$ cat src/rtl/bits_pkg.sv
// Shared types and helpers for the BITS instruction-memory fetch path.
package bits_pkg;

  typedef enum logic [2:0] {
    S_IDLE,
    S_READY,
    S_ISSUE,
    S_WAIT,
    S_ACK,
    S_RELEASE,
    S_DONE
  } fetch_state_e;

  localparam int BYTES_PER_WORD = 16;

  // Valid-byte mask for a word delivered with bytes_left bytes still owed.
  // Byte 15 comes first in stream order, so a partial word fills from the top.
  function automatic logic [15:0] byte_valid_mask(input logic [15:0] bytes_left);
    logic [4:0] w_shift;
    if (bytes_left >= 16'(BYTES_PER_WORD)) return 16'hFFFF;
    w_shift = 5'(BYTES_PER_WORD) - {1'b0, bytes_left[3:0]};
    return 16'hFFFF << w_shift;
  endfunction

endpackage

$ cat src/rtl/bits_imem_fetch.sv
// Instruction-memory fetch controller: walks memory from word 0 and serves
// expectedBytes bytes as 128-bit words over a four-phase req/ack handshake.
module bits_imem_fetch
  import bits_pkg::*;
#(
  parameter int ADDR_W  = 12,
  parameter int MEM_LAT = 1
) (
  input  logic              clk,
  input  logic              resetB,
  input  logic              start,
  input  logic [15:0]       expectedBytes,
  input  logic              mem_req_b,
  output logic              mem_ack_b,
  output logic [127:0]      instruction_word,
  output logic [15:0]       instruction_byte_valid,
  output logic              done_reading_memory,
  output logic              busy,
  output logic              imem_ceb,
  output logic [ADDR_W-1:0] imem_addr,
  input  logic [127:0]      imem_rdata
);

  fetch_state_e        r_state;
  fetch_state_e        w_state_next;
  logic [15:0]         r_bytes_left;
  logic [ADDR_W-1:0]   r_addr;
  logic [2:0]          r_lat_cnt;
  logic                r_ack_b;
  logic                r_ceb;
  logic [ADDR_W-1:0]   r_imem_addr;
  logic [127:0]        r_word;
  logic [15:0]         r_mask;
  logic                r_done;
  logic                r_busy;

  logic                w_start_ok;
  logic                w_capture;
  logic [15:0]         w_bytes_after;

  // A start is honoured only when no pass is in flight.
  assign w_start_ok    = start && (r_state == S_IDLE || r_state == S_DONE);
  // The counter was loaded with MEM_LAT; reaching 1 here means this is the data cycle.
  assign w_capture     = (r_state == S_WAIT) && (r_lat_cnt == 3'd1);
  assign w_bytes_after = (r_bytes_left >= 16'(BYTES_PER_WORD))
                         ? r_bytes_left - 16'(BYTES_PER_WORD) : 16'd0;

  // Next-state decode for the fetch handshake.
  always_comb begin
    // NOTE: default assigned first so every path drives w_state_next; no latch.
    w_state_next = r_state;
    case (r_state)
      S_IDLE, S_DONE: begin
        if (start) w_state_next = (expectedBytes == 16'd0) ? S_DONE : S_READY;
      end
      S_READY:   if (!mem_req_b) w_state_next = S_ISSUE;
      S_ISSUE:   w_state_next = S_WAIT;
      S_WAIT:    if (r_lat_cnt == 3'd1) w_state_next = S_ACK;
      S_ACK:     w_state_next = (w_bytes_after == 16'd0) ? S_DONE : S_RELEASE;
      S_RELEASE: if (mem_req_b) w_state_next = S_READY;
      default:   w_state_next = S_IDLE;
    endcase
  end

  // State register plus datapath; outputs are registered from the next state
  // so the strobes line up with the state they belong to.
  always_ff @(posedge clk) begin
    if (resetB) begin
      // NOTE: sequential state uses non-blocking assignments throughout.
      r_state      <= S_IDLE;
      r_bytes_left <= 16'd0;
      r_addr       <= '0;
      r_lat_cnt    <= 3'd0;
      r_ack_b      <= 1'b1;
      r_ceb        <= 1'b1;
      r_imem_addr  <= '0;
      r_word       <= '0;
      r_mask       <= 16'd0;
      r_done       <= 1'b0;
      r_busy       <= 1'b0;
    end else begin
      r_state <= w_state_next;
      r_ceb   <= (w_state_next != S_ISSUE);
      r_ack_b <= (w_state_next != S_ACK);
      r_busy  <= !(w_state_next == S_IDLE || w_state_next == S_DONE);

      if (w_start_ok) begin
        r_bytes_left <= expectedBytes;
        r_addr       <= '0;
        r_done       <= (expectedBytes == 16'd0);
      end

      if (r_state == S_READY && !mem_req_b) r_imem_addr <= r_addr;

      if (r_state == S_ISSUE)     r_lat_cnt <= 3'(MEM_LAT);
      else if (r_state == S_WAIT) r_lat_cnt <= r_lat_cnt - 3'd1;

      // Done is raised with the data so it is visible in the ack cycle.
      if (w_capture) begin
        r_word <= imem_rdata;
        r_mask <= byte_valid_mask(r_bytes_left);
        r_done <= (r_bytes_left <= 16'(BYTES_PER_WORD));
      end

      if (r_state == S_ACK) begin
        r_bytes_left <= w_bytes_after;
        r_addr       <= r_addr + ADDR_W'(1);
      end
    end
  end

  assign mem_ack_b              = r_ack_b;
  assign imem_ceb               = r_ceb;
  assign imem_addr              = r_imem_addr;
  assign instruction_word       = r_word;
  assign instruction_byte_valid = r_mask;
  assign done_reading_memory    = r_done;
  assign busy                   = r_busy;

endmodule

$ cat config.mk
export PLATFORM = sky130hd
export DESIGN_NAME = bits_imem_fetch
export DESIGN_NICKNAME = d
export VERILOG_FILES = /design/src/rtl/bits_pkg.sv /design/src/rtl/bits_imem_fetch.sv
export SDC_FILE = /design/constraint.sdc
export NUM_CORES = 1
export LEC_CHECK = 0
export CAP_MARGIN = 10
export CORE_AREA = 2 2 118 120
export DETAILED_ROUTE_END_ITERATION = 6
export DIE_AREA = 0 0 120 122
export DONT_BUFFER_PORTS = 1
export PLACE_DENSITY = 0.83
export SLEW_MARGIN = 20
export SYNTH_ARGS = -nofsm -noshare
export SYNTH_HDL_FRONTEND = slang
export SYNTH_SLANG_ARGS = --single-unit
$ cat constraint.sdc
create_clock -name clk -period 2.2 [get_ports clk]
set_input_delay 0 -clock clk [delete_from_list [all_inputs] [get_ports clk]]
set_output_delay 0 -clock clk [all_outputs]
set_load 0.02 [all_outputs]
; ---- Word-level counts from Yosys, hierarchy flattened
; Cells that the tools add are included.
[totals]
inputBits = 148
elab_cells = 66
regBits = 194
[op_classes]
shifts = 1
n_reduce_logical = 16
n_addsub = 4
n_lt_le_gt_ge = 2
mux = 21
n_eq_ne = 10
[ops]
columns = op, count
row1 = 16-bit 2-to-1 mux, 5
row2 = 16-bit zero test, 2
row3 = 12-bit 2-to-1 mux, 2
row4 = 3-bit one-hot mux with 6 select lines, 1
row5 = 16-bit by 5-bit greater-or-equal comparator with 1-bit output (second input constant), 1
row6 = 16-bit by 5-bit <= comparator with 1-bit output (second input constant), 1
row7 = 16-bit by 5-bit << shifter with 16-bit output (first input constant), 1
row8 = 16-bit by 5-bit subtractor with 16-bit output (second input constant), 1
row9 = 3-bit 2-to-1 mux, 5
row10 = 12-bit by 1-bit adder with 12-bit output (second input constant), 1
row11 = 3-bit equality test (second input constant), 4
row12 = 1-bit 2-to-1 mux, 7
row13 = 3-bit by 1-bit equality test with 1-bit output (second input constant), 2
row14 = 3-bit by 2-bit equality test with 1-bit output (second input constant), 2
row15 = 3-bit zero test, 2
row16 = 2-bit nonzero test, 3
row17 = 5-bit by 4-bit subtractor with 5-bit output (first input constant), 1
row18 = 2-bit OR reduction, 2
row19 = 1-bit logical AND, 3
row20 = 3-bit by 2-bit != test with 1-bit output (second input constant), 1
row21 = 3-bit != test (second input constant), 1
row22 = 3-bit by 1-bit subtractor with 3-bit output (second input constant), 1
row23 = 1-bit zero test, 2
row24 = 1-bit logical OR, 2
row25 = 2-bit 2-to-1 mux, 1

; ---- Longest topological paths before layout
[logic_depth]
depth_word = 8
depth_mapped = 11

; ---- Worst setup path after synthesis
; OpenSTA, ideal clock, no wires.
[synth_path]
kind = flip-flop to flip-flop
startpoint = reg r_bytes_left[4]
endpoint = reg r_busy (netlist: busy)
path_stages_with_launch = 9
required_ns = 2.071
arrival_time_ns = 1.813
setup_slack_ns = 0.258
path_cell_list = dfxtp_1 buf_6 inv_1 ha_1 buf_2 or3b_1 or4_1 o21ai_1 a21oi_1
[synth_between]
elab_chain_cells = 8
elab_cells_between_ends = 10
cone_classes = add/sub (1) / order compare (1) / eq/ne (1) / mux (3) / reduce/logical (4)
[synth_lines]
columns = element, line_no
row1 = start: declaration, bits_imem_fetch.sv:26  ; logic [15:0] r_bytes_left;
row2 = start signal: assignment, bits_imem_fetch.sv:88  ; r_bytes_left <= expectedBytes;
row3 = start signal: assignment, bits_imem_fetch.sv:106  ; r_bytes_left <= w_bytes_after;
row4 = 16-bit by 5-bit subtractor with 16-bit output / 16-bit by 5-bit greater-or-equal comparator with 1-bit output (equally long branches), "bits_imem_fetch.sv:46, bits_imem_fetch.sv:45"
row5 = 16-bit 2-to-1 mux *, bits_imem_fetch.sv:46  ; ? r_bytes_left - 16'(BYTES_PER_WORD) : 16'd0;
row6 = 16-bit zero test *, bits_imem_fetch.sv:59  ; S_ACK: w_state_next = (w_bytes_after == 16'd0) ? S_DONE : S_RELEASE;
row7 = 2-bit 2-to-1 mux *, bits_imem_fetch.sv:59
row8 = 3-bit one-hot mux with 6 select lines *, bits_imem_fetch.sv:52  ; case (r_state)
row9 = 3-bit equality test / 3-bit zero test (equally long branches), bits_imem_fetch.sv:85  ; r_busy <= !(w_state_next == S_IDLE || w_state_next == S_DONE);
row10 = 1-bit logical OR *, bits_imem_fetch.sv:85
row11 = 1-bit zero test *, bits_imem_fetch.sv:85
row12 = end signal: assignment, bits_imem_fetch.sv:85
row13 = end: declaration, bits_imem_fetch.sv:35  ; logic r_busy;
; Every way passes the cells marked *; elsewhere a longest branch is shown, timed or not.
; A chain may end at the register's enable or synchronous reset.

; ---- Worst setup path after layout
[layout_path]
startpoint = reg r_bytes_left[1]
endpoint = reg r_mask[3] (netlist: instruction_byte_valid[3])
[layout_between]
elab_chain_cells = 5
elab_cells_between_ends = 7
cone_classes = add/sub (1) / order compare (1) / shift (1) / mux (4)
[layout_lines]
columns = element, line_no
row1 = 16-bit by 5-bit greater-or-equal comparator with 1-bit output, bits_pkg.sv:20  ; if (bytes_left >= 16'(BYTES_PER_WORD)) return 16'hFFFF;
row2 = 1-bit 2-to-1 mux, bits_pkg.sv:20
row3 = 1-bit 2-to-1 mux, bits_imem_fetch.sv:99  ; if (w_capture) begin
row4 = 1-bit 2-to-1 mux, bits_imem_fetch.sv:68  ; if (resetB) begin
row5 = 16-bit 2-to-1 mux *, bits_pkg.sv:21  ; w_shift = 5'(BYTES_PER_WORD) - {1'b0, bytes_left[3:0]};
row6 = end signal: assignment, bits_imem_fetch.sv:101  ; r_mask <= byte_valid_mask(r_bytes_left);
row7 = end: declaration, bits_imem_fetch.sv:33  ; logic [15:0] r_mask;
; Every way passes the cells marked *; elsewhere a longest branch is shown, timed or not. The select of a mux whose other input is x is not followed.

==> results.md <==
- Status: finished, violations left
- Failing checks: DRC, hold timing
- Initial antenna violation count: 0
- CTS tree: built
- WL final: roughly 20000 µm
- CP Cell Sequence: inv_1, ha_1, and4bb_2, nand4b_1, o21ai_2, buf_4, a2bb2oi_2, nor2_1
- Clock Latency Late Sink: 0.42 ns
- Max Clk Rate: 496 MHz
- Syn Inst Count: 980
- Post-synthesis area per instance: slightly above 8 µm²
- Syn_nets: 1138
- Worst slew margin: 0.670
- Clock transition at path regs: 0.07 ns
- Drt pass-1 iters: 7
- Worst Path Max Fanout: 13
- Post-synthesis cell type count: 66
- Combinational share of power: 0.222
- ANT cells: 0
- Final hold viol count: 189
- Post-DP HPWL: 13900 µm
- Sw frac: 0.310
- Row cnt: 43
- Fin Setup TNS: 0 ns
- Highest-delay cell along the critical path: dfxtp_1
- Internal: 6.53 mW
- Max Buffers Root-to-Sink: 2
- Ys flop type: dfxtp_1
- Chip Height: 122 µm
- Yosys reg bits: 194
- Post-synth EDFFs: 0
- NetSw: 2.93 mW
- I/O Pins: 308
- Placer Congestion: 0.909
- Chip Width: 120 µm
- Vias in the first global route: 5847
- Required time worst endpoint: 2.50 ns
- Reg power frac: 0.425
- Initial Util: 0.585
- First-pass GRT wire length: 29800 µm
- Tcrit/Tclk final: 0.917
- Worst Hold Class: input port to flop
- GRT overflow: 0
- Routed Antenna Nets: 0
- Clock share of power: 0.353
- Commonest non-fill, non-tap cells in the layout: nand2_1 (305), dfxtp_1 (192), a21oi_1 (166)
- Mapped cell area: between 7000 and 8000 µm²
- Post-DP Area: 8040 µm²
- Pwr Density: 1080 nW/µm²
- I/O Buffers: 0
- First-iteration detailed-routing DRC count: ~500
- Die ar.: 14600 µm²
- Fraction of registers with async set/reset: 0
- Num CTS Buffers: 17
- Sequential element share of the synthesized area: 0.492
- Startpoint class of the critical path: flop
- Fin nets: 1113
- Min Tclk post-route: 2.02 ns
- RSZ-0062 raised after global routing: no
- Multi-input combinational cell area: about 3600 µm²
- Vias: 6616
- H-tree depth: 4
- Pin count of the biggest net entering global routing: between 150 and 200
- CP arrival: 2.31 ns
- Non-Filler Cell Area, Final: 8740 µm²
- DRC violations left: 2
- Clock sink count: 194
- Worst hold slack: -0.349 ns
- Core area: between 10000 and 15000 µm²
- Max-slew violation count: 0
- Yosys Warn Count: 0
- Sequential cell area: 3890 µm²
- Overall Global Routing Usage: 0.254
- Share of post-route cells with drive strength above 1: 0.0920
- Leak Pwr: 2.98 nW
- DR WL/cell: roughly 18 µm
- Worst VDD drop: around 0.62 mV
- Post-CTS Repair Setup Buffers: 0
- Vias per inst: 5.77
- Area grow syn2layout: 10.6%
- Setup violators final: 0
- Worst Tran Pin Value: 0.494 ns
- Root Buffer: clkbuf_16
- Max cap viols: 0
- Clock Skews: 0.0103 ns
- Critical path class: flop to flop
- Fillers: 1127
- CP max stage delay: around 0.40 ns
- Endpoint class of the critical path: flop
- Most common cell after layout, fill and taps aside: nand2_1
[cell families (layout without fill, tap and decap cells)]
| group | after synthesis | after routing | share of synthesized area |
|---|---|---|---|
| buffers and inverters | 86 | 73 | 0.0500 |
| multiplexers | 2 | 2 | 0.00253 |
| XOR/XNOR | 12 | 12 | 0.0133 |
| adder cells (fa/ha/maj) | 10 | 10 | 0.0158 |
| flip-flops | 194 | 194 | 0.492 |
| AND/OR/NAND/NOR | 438 | 438 | 0.250 |
| AO/OA/AOI/OAI | 238 | 238 | 0.177 |
[synthesized netlist by cell type, drive strengths merged, types with 8 or more instances]
| library cell | number | share of area |
|---|---|---|
| a21oi | 166 | 0.11 |
| ha | 10 | 0.016 |
| a31oi | 8 | 0.0063 |
| dfxtp | 194 | 0.49 |
| xor2 | 9 | 0.010 |
| nor3 | 19 | 0.013 |
| nor4 | 13 | 0.019 |
| o21ai | 19 | 0.013 |
| inv | 13 | 0.0062 |
| buf | 38 | 0.027 |
| clkbuf | 35 | 0.017 |
| nor2 | 52 | 0.027 |
| nand2 | 306 | 0.15 |
[critical path: cells and delay by family (launching register included)]
family	cells	cell delay, ns
AOI/OAI and AO/OA	2	0.35
adders and majority gates	1	0.22
buffers and inverters	2	0.29
DFF	1	0.40
and+or+nand+nor	3	0.62
[layout make-up]
cell class	count	share of cell area
Multi-Input combinational cell	700	0.416
Clock inverter	12	0.0220
Sequential cell	194	0.445
Clock buffer	19	0.0507
Timing Repair Buffer	29	0.0352
Inverter	13	0.00558
Tap cell	180	0.0258
[sequential cells by signal, indices dropped and copies added (netlist names), 3 cells and up]
name	cells
imem_addr	12
instruction_byte_valid	16
instruction_word	128
r_addr	12
r_bytes_left	16
r_lat_cnt	3
r_state	3
[power by group through the flow]
| stage | Clock [mW] | Combinational (mW) | Sequential (mW) |
|---|---|---|---|
| final | 3.34 | 2.10 | 4.02 |
| after global routing | 3.53 | 2.31 | 4.05 |
| after CTS | 3.37 | 2.09 | 4.01 |
| after detailed placement | 0 | 2.04 | 4.09 |
| after global placement | 0 | 2.01 | 4.09 |
| after floorplan | 0 | 1.79 | 3.96 |
[per-stage QoR]
| step | power, mW | util | std cells | setup WS (ns) | hold WS, ns |
|---|---|---|---|---|---|
| after floorplan | 5.75 | - | 980 | 0.258 | 0.134 |
| after global placement | 6.10 | 0.596 | 1110 | 0.215 | 0.0806 |
| after detailed placement | 6.13 | 0.596 | 1110 | 0.186 | 0.0808 |
| after CTS | 9.46 | 0.646 | 1146 | 0.168 | -0.367 |
| after global routing | 9.89 | 0.647 | 1147 | 0.0370 | -0.368 |
| final | 9.45 | 0.647 | 1147 | 0.182 | -0.349 |
[final timing paths]
path         depth (start not counted)                    startpoint  slack [ns]                                      to
max                                  8  r_bytes_left[1]$_SDFFE_PP0P_        0.18  instruction_byte_valid[3]$_SDFFE_PP0P_
min                                  1                        resetB       -0.35       instruction_word[80]$_SDFFE_PP0P_
max reg2reg                          8  r_bytes_left[1]$_SDFFE_PP0P_        0.18  instruction_byte_valid[3]$_SDFFE_PP0P_
min reg2reg                          2       r_addr[11]$_SDFFE_PP0P_        0.49              imem_addr[11]$_SDFFE_PP0P_
[per-layer routing]
metal,part of all wire,wire [µm],GRT usage,vias up
met5,0,0,0,-
li1,-,-,-,3244
met4,0.030,606,0.103,0
met1,0.40,8030,0.300,3084
met3,0.083,1670,0.0866,43
met2,0.49,9790,0.426,245
[repair_timing]
| action | 4_1_cts | 5_1_grt |
|---|---|---|
| endpoints found under the setup margin | 0 | 5 |
| endpoints found under the hold margin | 194 | 189 |
| hold buffers | 5 | 1 |
| resized for setup | 0 | 3 |
Power figures use the tool's default switching activity.
